==> src/rtl/multicycle_control_fsm.sv <==
// Multi-cycle RV32I sequencing controller: walks each instruction through IF/ID/EX/MEM/WB,
// drives all datapath enables and mux selects, and parks in HALT on the halting ecall.
module multicycle_control_fsm #(
    parameter logic [31:0] HALT_X17_VAL = 32'd10,
    parameter int unsigned STATE_W      = 3
) (
    input  logic               clk,
    input  logic               reset,
    input  logic [6:0]         opcode,
    input  logic               bcond,
    input  logic [31:0]        x17_val,
    input  logic               mem_ready,
    output logic               pc_write,
    output logic               ir_write,
    output logic               i_or_d,
    output logic               mem_read,
    output logic               mem_write,
    output logic               reg_write,
    output logic [1:0]         alu_src_a,
    output logic [1:0]         alu_src_b,
    output logic [1:0]         alu_op_class,
    output logic [1:0]         pc_source,
    output logic [1:0]         wb_sel,
    output logic               is_halted,
    output logic [STATE_W-1:0] state
);

    localparam logic [6:0] OpR      = 7'b0110011;
    localparam logic [6:0] OpI      = 7'b0010011;
    localparam logic [6:0] OpLoad   = 7'b0000011;
    localparam logic [6:0] OpStore  = 7'b0100011;
    localparam logic [6:0] OpBranch = 7'b1100011;
    localparam logic [6:0] OpJal    = 7'b1101111;
    localparam logic [6:0] OpJalr   = 7'b1100111;
    localparam logic [6:0] OpEcall  = 7'b1110011;

    typedef enum logic [2:0] {
        StIf   = 3'd0,
        StId   = 3'd1,
        StEx   = 3'd2,
        StMem  = 3'd3,
        StWb   = 3'd4,
        StHalt = 3'd5
    } state_e;

    state_e state_q, state_d;
    logic   op_known;

    assign op_known = (opcode == OpR) || (opcode == OpI) || (opcode == OpLoad) ||
                      (opcode == OpStore) || (opcode == OpBranch) || (opcode == OpJal) ||
                      (opcode == OpJalr);

    always_ff @(posedge clk or negedge reset) begin
        if (!reset) begin
            state_q <= StIf;
        end else begin
            state_q <= state_d;
        end
    end

    always_comb begin
        state_d      = state_q;
        pc_write     = 1'b0;
        ir_write     = 1'b0;
        i_or_d       = 1'b0;
        mem_read     = 1'b0;
        mem_write    = 1'b0;
        reg_write    = 1'b0;
        alu_src_a    = 2'b00;
        alu_src_b    = 2'b00;
        alu_op_class = 2'b00;
        pc_source    = 2'b00;
        wb_sel       = 2'b00;
        case (state_q)
            StIf: begin
                // PC+4 computed on the ALU while the instruction is fetched
                mem_read  = 1'b1;
                alu_src_b = 2'b01;
                pc_write  = mem_ready;
                ir_write  = mem_ready;
                if (mem_ready) state_d = StId;
            end
            StId: begin
                alu_src_a = 2'b01;
                alu_src_b = 2'b10;
                if (opcode == OpEcall) begin
                    state_d = (x17_val == HALT_X17_VAL) ? StHalt : StIf;
                end else if (op_known) begin
                    state_d = StEx;
                end else begin
                    state_d = StIf;
                end
            end
            StEx: begin
                state_d = StIf;
                case (opcode)
                    OpR: begin
                        alu_src_a    = 2'b10;
                        alu_op_class = 2'b01;
                        state_d      = StWb;
                    end
                    OpI: begin
                        alu_src_a    = 2'b10;
                        alu_src_b    = 2'b10;
                        alu_op_class = 2'b01;
                        state_d      = StWb;
                    end
                    OpLoad, OpStore: begin
                        alu_src_a = 2'b10;
                        alu_src_b = 2'b10;
                        state_d   = StMem;
                    end
                    OpBranch: begin
                        alu_src_a    = 2'b10;
                        alu_op_class = 2'b10;
                        pc_write     = bcond;
                        pc_source    = 2'b01;
                    end
                    OpJal: begin
                        reg_write = 1'b1;
                        wb_sel    = 2'b10;
                        pc_write  = 1'b1;
                        pc_source = 2'b01;
                    end
                    OpJalr: begin
                        alu_src_a = 2'b10;
                        alu_src_b = 2'b10;
                        reg_write = 1'b1;
                        wb_sel    = 2'b10;
                        pc_write  = 1'b1;
                        pc_source = 2'b10;
                    end
                    default: state_d = StIf;
                endcase
            end
            StMem: begin
                i_or_d = 1'b1;
                if (opcode == OpLoad) begin
                    mem_read = 1'b1;
                    if (mem_ready) state_d = StWb;
                end else if (opcode == OpStore) begin
                    mem_write = 1'b1;
                    if (mem_ready) state_d = StIf;
                end else begin
                    state_d = StIf;
                end
            end
            StWb: begin
                reg_write = 1'b1;
                wb_sel    = (opcode == OpLoad) ? 2'b01 : 2'b00;
                state_d   = StIf;
            end
            StHalt:  state_d = StHalt;
            default: state_d = StIf;
        endcase
    end

    assign is_halted = (state_q == StHalt);
    assign state     = STATE_W'(state_q);

endmodule
==> config.mk <==
export PLATFORM = sky130hd
export DESIGN_NAME = multicycle_control_fsm
export DESIGN_NICKNAME = d
export VERILOG_FILES = /design/src/rtl/multicycle_control_fsm.sv
export SDC_FILE = /design/constraint.sdc
export NUM_CORES = 1
export LEC_CHECK = 0
export ABC_AREA = 0
export BUFFER_PORTS_ARGS = -buffer_cell sky130_fd_sc_hd__buf_2
export CAP_MARGIN = 20
export CORE_MARGIN = 2
export CORE_UTILIZATION = 29
export CTS_CLUSTER_DIAMETER = 120
export DETAILED_ROUTE_END_ITERATION = 6
export HOLD_SLACK_MARGIN = 0.12
export PLACE_DENSITY = 0.76
export SLEW_MARGIN = 30
export SYNTH_ARGS = -nofsm -noshare
export SYNTH_HDL_FRONTEND = slang
export SYNTH_SLANG_ARGS = --single-unit
==> constraint.sdc <==
create_clock -name clk -period 1.7 [get_ports clk]
set_clock_uncertainty 0.1 [all_clocks]
set_input_delay 0.255 -clock clk [delete_from_list [all_inputs] [get_ports clk]]
set_output_delay 0.255 -clock clk [all_outputs]
set_load 0.01 [all_outputs]
# After elaboration in Yosys (flattened, before gate mapping)
# Index checks and enable logic that the tools add are counted.
# classes
n_eq_ne,17
n_reduce_logical,14
muxes,32
# op_table
operator,count
32-bit by 4-bit == test with 1-bit output (second input constant),1
7-bit == test (second input constant),4
3-bit 2-to-1 mux,7
2-bit case mux with 2 select lines,4
3-bit case mux with 5 select lines,1
7-bit by 6-bit == test with 1-bit output (second input constant),2
2-bit 2-to-1 mux,6
1-bit 2-to-1 mux,8
1-bit case mux with 2 select lines,4
2-bit OR reduction,4
7-bit by 2-bit == test with 1-bit output (second input constant),1
7-bit by 5-bit == test with 1-bit output (second input constant),1
3-bit by 2-bit == test with 1-bit output (second input constant),2
3-bit == test (second input constant),2
1-bit logical OR,6
3-bit != test (second input constant),2
2-bit case mux with 3 select lines,1
3-bit case mux with 2 select lines,1
6-bit OR reduction,1
4-bit OR reduction,1
3-bit by 1-bit == test with 1-bit output (second input constant),1
3-bit logical NOT,1
3-bit AND reduction,1
2-bit != test (second input constant),1
# totals
inputBits,43
ff_bits,3
output_inout_bits,20
elab_cells,64

# Depth between registers and ports, before layout
# Gate-level depths: netlist of the first run.
# logic_depth
word_depth,10
mapped_depth,7

# Worst setup path after synthesis of the first run
# OpenSTA, ideal clock, no wires.
# synth_path
path_type,reg2out
startpoint,"register state_q[1], in the netlist state[1]"
endpoint,output pc_write
path_stages_with_launch,6
n_path_buf,1
setup_slack_ps,-199
t_arrival_ps,1544
cell_sequence,dfrtp_1 -> buf_2 -> nor2b_1 -> nand2b_1 -> nor3_1 -> a211o_1
# synth_via
elab_chain_cells,2
word_cells_on_any_way,3
# synth_lines
element,line,source
from (decl),46,"state_e state_q, state_d;"
from (signal assigned),55,state_q <= StIf;
from (signal assigned),57,state_q <= state_d;
3-bit by 2-bit == test with 1-bit output / 3-bit logical NOT (equally long branches),74,case (state_q)
1-bit case mux with 2 select lines (*),74,
to (decl),13,"output logic pc_write,"
# Mark *: on every way between the ends. The rest lies on a longest branch, timed or not.

# Worst setup path in the final report of the first run
# layout_path
startpoint,"register state_q[1], in the netlist state[1]"
endpoint,output wb_sel[0]
# layout_via
elab_chain_cells,2
word_cells_on_any_way,3
# layout_lines
element,line,source
3-bit == test / 3-bit by 2-bit == test with 1-bit output (equally long branches),74,
2-bit case mux with 2 select lines (*),74,
to (decl),23,"output logic [1:0] wb_sel,"
# Marks and branches as above.

==> results of run 1 <==
==> Yosys cell counts, drive strengths merged, types with 3 or more instances <==
library cell / count
inv: 4
a21oi: 3
nor2: 9
nand3: 3
nor4: 9
buf: 3
o21ai: 4
dfrtp: 3
nand4: 3
nor3: 6
nand2b: 3
nand2: 5
==> routing by layer <==
layer	part of all wire, %	GRT usage, %	vias up
met5	0	0	-
met4	1.8	8.571	0
met3	10	0.3922	4
met2	52	41.11	74
met1	36	27.74	476
li1	-	-	476
==> worst paths after layout <==
path,end,start,slack (ps)
min,state[0],reset,230
max in group asynchronous,state[2],reset,1140
min reg2reg,state[2],state[2],580
max,wb_sel[0],state[1],-80
max reg2reg,state[2],state[0],-70
min in group clk,state[0],mem_ready,290
==> where the power goes <==
part	switching [mW]	internal [mW]
combinational	0.266	0.316
clock	0.0512	0.0889
sequential	0.0342	0.0878
total	0.352	0.492
==> what timing repair did <==
item,4_1_cts,5_1_grt
buffers inserted,6,4
gates resized for setup,27,6
setup endpoints to repair,14,14
hold endpoints to repair,3,0
pin swaps,7,5
hold buffers,1,0
==> cells by family (layout without fill, tap and decap cells) <==
family	Yosys count	in the layout	share of synthesized area (%)
simple gates	49	49	56.15
compound gates	16	16	22.17
buf+inv	8	99	7.228
flops	3	3	14.46
==> metrics by stage <==
step	util [%]	total power [mW]	TNS [ps]	setup WS (ps)	cell area (µm²)
4_1_cts	68.42	0.7962	-223.9	-51.29	1169
6_report	72.16	0.8443	-497.5	-80.52	1232
3_5_place_dp	57.14	0.5175	-86.06	-86.06	975.9
2_1_floorplan	-	0.3208	-57.98	-57.98	530.5
3_3_place_gp	57.14	0.5100	-15.16	-15.16	975.9
5_1_grt	72.16	0.8776	-943.1	-123.9	1232
==> worst reg2reg max path: cells and delay by family (launching register included) <==
| family | cells | cell delay (ps) |
|---|---|---|
| AO/OA/AOI/OAI | 1 | 250 |
| buffers and inverters | 2 | 220 |
| AND/OR/NAND/NOR | 3 | 630 |
| flip-flops | 1 | 450 |
==> final cells by class <==
class,count,share of cell area [%]
repair buffers,90,44.77
multi-input cells,65,42.34
flip-flops and latches,3,6.294
clock buffers,4,2.132
inverters,5,1.929
well taps,25,2.538
==> summary.md, run 1 <==
| Metric | Value |
|---|---|
| Status | `finished, violations left` |
| Failing checks | `setup timing` |
| Crit-path slowest cell | `dfrtp_1` |
| Final hold vios | `0` |
| N_diodes | `0` |
| Cell count after synthesis | `76` |
| Largest net degree at the start of global routing | `9` |
| Number of synthesized flops with an enable pin | `0` |
| WP data arrival | `approximately 1400 ps` |
| Gpl congestion | `0.8241` |
| Remaining DRCs | `0` |
| R2R depth | `6` |
| H-tree levels | `1` |
| Max reg flops | `3` |
| Cell Rows | `15` |
| Syn Nets | `about 120` |
| Rel. slew slack | `about four fifths` |
| Final Cycle Share | `104.7%` |
| Input/output buffers | `62` |
| Worst setup path class | `flop to output pin` |
| Die footprint | `2145 µm²` |
| Max Clk Rate | `561.6 MHz` |
| Worst hold slack | `about 230 ps` |
| Share of cells above drive strength 1 | `73.65%` |
| Antenna violations before repair | `0` |
| Non-filler instance count after layout | `192` |
| First-pass GRT wire length | `3539 µm` |
| WP depth | `4` |
| Max Transition Viols Final | `0` |
| CTS tree | `done` |
| Most common cell after layout, fill and taps aside | `buf_2` |
| Multi-input gate area | `between 500 and 600 µm²` |
| Drt total wl | `around 2500 µm` |
| CP endpoint kind | `output pin` |
| Fillers | `129` |
| Clock latency on the worst-skew pair | `~250 ps` |
| Slew at the pin closest to its max-slew limit | `277.9 ps` |
| P_leak | `0.6401 nW` |
| Worst-path maximum fanout | `6` |
| Synth cell types | `33` |
| Vias in the first global route | `just under 900` |
| Register Area | `77.57 µm²` |
| Nets | `around 210` |
| 1st-iter DRT viols | `35` |
| WL per Instance | `12.89 µm` |
| Share of the synthesized area in the top cell type | `between 10% and 20%` |
| Grt ovf | `0` |
| Hold Crit Class | `primary input to asynchronous set/reset pin` |
| CP max stage delay | `410 ps` |
| Core box area | `1708 µm²` |
| Clock root buffer master | `clkbuf_4` |
| Io pins | `63` |
| Seq/Total Area, Yosys | `14.46%` |
| Yosys warning total | `0` |
| Via/cell ratio | `5.365` |
| Clk sinks | `3` |
| Clock slew at reported path FFs | `approximately 50 ps` |
| Syn avg cell area | `approximately 7 µm²` |
| Family with the most delay on the worst path | `simple AND/OR/NAND/NOR gates` |
| Vias | `1030` |
| Router iterations before antenna repair | `4` |
| Worst Path Buf+Inv | `2` |
| Clk buf depth | `2` |
| Total placed cells including tap cells | `177` |
| PD cells | `about 690 nW/µm²` |
| Main synth FF type | `dfrtp_1` |
| Starting density of the core | `30.40%` |
| Ys async rst share | `100.0%` |
| DP Wirelength | `1763 µm` |
| Synth area leader | `dfrtp_1` |
| Crit-path cells | `buf_6 -> or3_4 -> nor3_2 -> buf_2` |
| Most frequent cells in the layout | `61 x buf_2, 21 x buf_4, 8 x nor2_1` |
| Flops & latches, synth | `3` |
| Post-Syn Area | `slightly above 500 µm²` |
| Top cells by area, synth | `dfrtp_1 14%, nor4_1 11%, nor2_1 6.5%` |
| Worst VDD drop | `around 0.00056 V` |
| Post-route ant nets | `0` |
| Slack of the critical path | `-80.52 ps` |
| Final setup vio count | `9` |
| Die height | `46.32 µm` |
| Overall Global Routing Usage | `22.57%` |
| RSZ-0062 raised after global routing | `true` |
| Final min period | `1781 ps` |
| CTS Buf Count | `3` |
| Crit path required time | `1340 ps` |
| CP Launch Type | `flop` |
| Total of max-cap violations | `0` |
| Die X | `between 40 and 50 µm` |
| Area Growth Syn to Fin | `137.3%` |
(Power assumes the default switching activity.)
==> run 2: changes to the inputs <==
--- a/config.mk
+++ b/config.mk
@@ -6,14 +6,13 @@
 export NUM_CORES = 1
 export LEC_CHECK = 0
 export ABC_AREA = 0
-export BUFFER_PORTS_ARGS = -buffer_cell sky130_fd_sc_hd__buf_2
 export CAP_MARGIN = 20
-export CORE_MARGIN = 2
-export CORE_UTILIZATION = 29
+export CORE_AREA = 2 2 39 41
 export CTS_CLUSTER_DIAMETER = 120
 export DETAILED_ROUTE_END_ITERATION = 6
+export DIE_AREA = 0 0 41 43
+export DONT_BUFFER_PORTS = 1
 export HOLD_SLACK_MARGIN = 0.12
-export PLACE_DENSITY = 0.76
 export SLEW_MARGIN = 30
 export SYNTH_ARGS = -nofsm -noshare
 export SYNTH_HDL_FRONTEND = slang
==> summary.md, run 2 (synthesis results as in run 1) <==
| Metric | Value |
|---|---|
| Non-filler instance count after layout | `115` |
| Internal power | `0.4354 mW` |
| H-tree levels | `1` |
| Final min period | `1748 ps` |
| Final Cycle Share | `102.8%` |
| Final setup vio count | `3` |
| Io pins | `63` |
| Clk pwr share | `approximately 17%` |
| Antenna violations before repair | `0` |
| CTS Buf Count | `3` |
| Finished layout cell area | `893.4 µm²` |
| Router iterations before antenna repair | `4` |
| Gpl congestion | `0.7927` |
| Cell Rows | `14` |
| First-pass GRT wire length | `~2700 µm` |
| Area Growth Syn to Fin | `72.05%` |
| Setup TNS | `-139.0 ps` |
| Max reg flops | `3` |
| CP endpoint kind | `output pin` |
| Vias in the first global route | `629` |
| Dpl cell area | `around 650 µm²` |
| Clock slew at reported path FFs | `40 ps` |
| N_diodes | `0` |
| Worst hold slack | `180.3 ps` |
| Rel. slew slack | `between 70 and 80%` |
| Hold Crit Class | `primary input to flop` |
| WP data arrival | `between 1000 and 1500 ps` |
| Failing checks | `setup timing` |
| Total of max-cap violations | `0` |
| Share of cells above drive strength 1 | `between 50% and 60%` |
| P_leak | `0.3457 nW` |
| PD cells | `about 800 nW/µm²` |
| Worst setup path class | `flop to output pin` |
| Worst-path maximum fanout | `5` |
| Switching Fraction | `39.39%` |
| Nets | `approximately 140` |
| Max Clk Rate | `572.0 MHz` |
| Die footprint | `1763 µm²` |
| Largest net degree at the start of global routing | `9` |
| Most frequent cells in the layout | `13 x buf_4, 8 x buf_6, 7 x nor2_1` |
| Vias | `734` |
| Status | `finished, violations left` |
| Max Transition Viols Final | `0` |
| Drt total wl | `1883 µm` |
| CTS tree | `done` |
| Grt ovf | `0` |
| Via/cell ratio | `6.383` |
| Clk sinks | `3` |
| Core box area | `1384 µm²` |
| Logic pwr share | `68.6%` |
| Clock root buffer master | `clkbuf_4` |
| DP Wirelength | `1360 µm` |
| Final hold vios | `0` |
| FF-to-FF setup slack | `-40 ps` |
| Post-route ant nets | `0` |
| Slack of the critical path | `-48.33 ps` |
| Remaining DRCs | `0` |
| CP Launch Type | `flop` |
| Overall Global Routing Usage | `21.37%` |
| Slew at the pin closest to its max-slew limit | `425.0 ps` |
| Worst VDD drop | `0.0003950 V` |
| Sw power | `roughly 0.28 mW` |
| Die X | `around 41 µm` |
| Clock latency on the worst-skew pair | `230 ps` |
| 1st-iter DRT viols | `17` |
| RSZ-0062 raised after global routing | `true` |
| WL per Instance | `around 16 µm` |
| Clk buf depth | `2` |
| Starting density of the core | `a little under two fifths` |
| Total placed cells including tap cells | `~110` |
| Most common cell after layout, fill and taps aside | `buf_4` |
| Crit path required time | `1340 ps` |
| Sequential share of power | `14.6%` |
| Input/output buffers | `0` |
| Die height | `43 µm` |
run 2: changes by cell type in the layout (fill, tap and decap cells not counted), sizes merged:
cell / before / now
buf: 89 / 21
run 2: what timing repair did:
item / CTS / global route
buffers inserted: 4 / 1
gates resized for setup: 21 / 18
setup endpoints to repair: 12 / 13
pin swaps: 2 / 7
hold endpoints to repair: 3 / 0
hold buffers: 1 / 0
run 2: final cells by class:
class / instances / area (µm²)
multi-input combinational: 65 / 548.0
fill: 117 / 490.5
timing repair buffer: 22 / 197.7
sequential: 3 / 77.57
clock buffer: 4 / 26.28
inverter: 5 / 23.77
tap: 16 / 20.02
run 2: critical path, stage by stage, from the launching register on:
cell and delay (ps):
dfrtp_2 420, buf_6 140, or3_4 360, nor3_2 110, buf_4 140
run 2: path summary, 6_finish.rpt:
check	cells after the start	to	startpoint
worst max-delay path	4	wb_sel[0]	state[0]
worst min-delay path	3	state[2]	opcode[5]
worst max register to register	7	state[2]	state[1]
worst min register to register	1	state[2]	state[2]
max in group asynchronous	1	state[0]	reset
min in group asynchronous	1	state[1]	reset
run 2: through the flow:
| step | util (%) | total power, mW | setup slack, ps |
|---|---|---|---|
| after global routing | 64.56 | 0.7690 | -117.5 |
| final | 64.56 | 0.7183 | -48.33 |
| after global placement | 46.75 | 0.4463 | -20.03 |
| after CTS | 57.69 | 0.6542 | -61.45 |
| after floorplan | - | 0.3208 | -57.98 |
| after detailed placement | 46.75 | 0.4391 | 0.3176 |
run 2: power groups by stage:
stage / Combinational (mW) / Clock, mW / Sequential [mW]
detailed placement: 0.328 / 0 / 0.111
global route: 0.531 / 0.133 / 0.106
CTS: 0.428 / 0.128 / 0.0983
finish: 0.493 / 0.121 / 0.105
global placement: 0.333 / 0 / 0.113
floorplan: 0.221 / 0 / 0.0996
run 2: routing by layer:
| layer | share of wire, % | GRT usage, % | vias up |
|---|---|---|---|
| li1 | - | - | 344 |
| met1 | 39 | 26.38 | 332 |
| met2 | 49 | 36.25 | 58 |
| met3 | 12 | 3.141 | 0 |
| met4 | 0 | 6.000 | 0 |
| met5 | 0 | 0 | - |
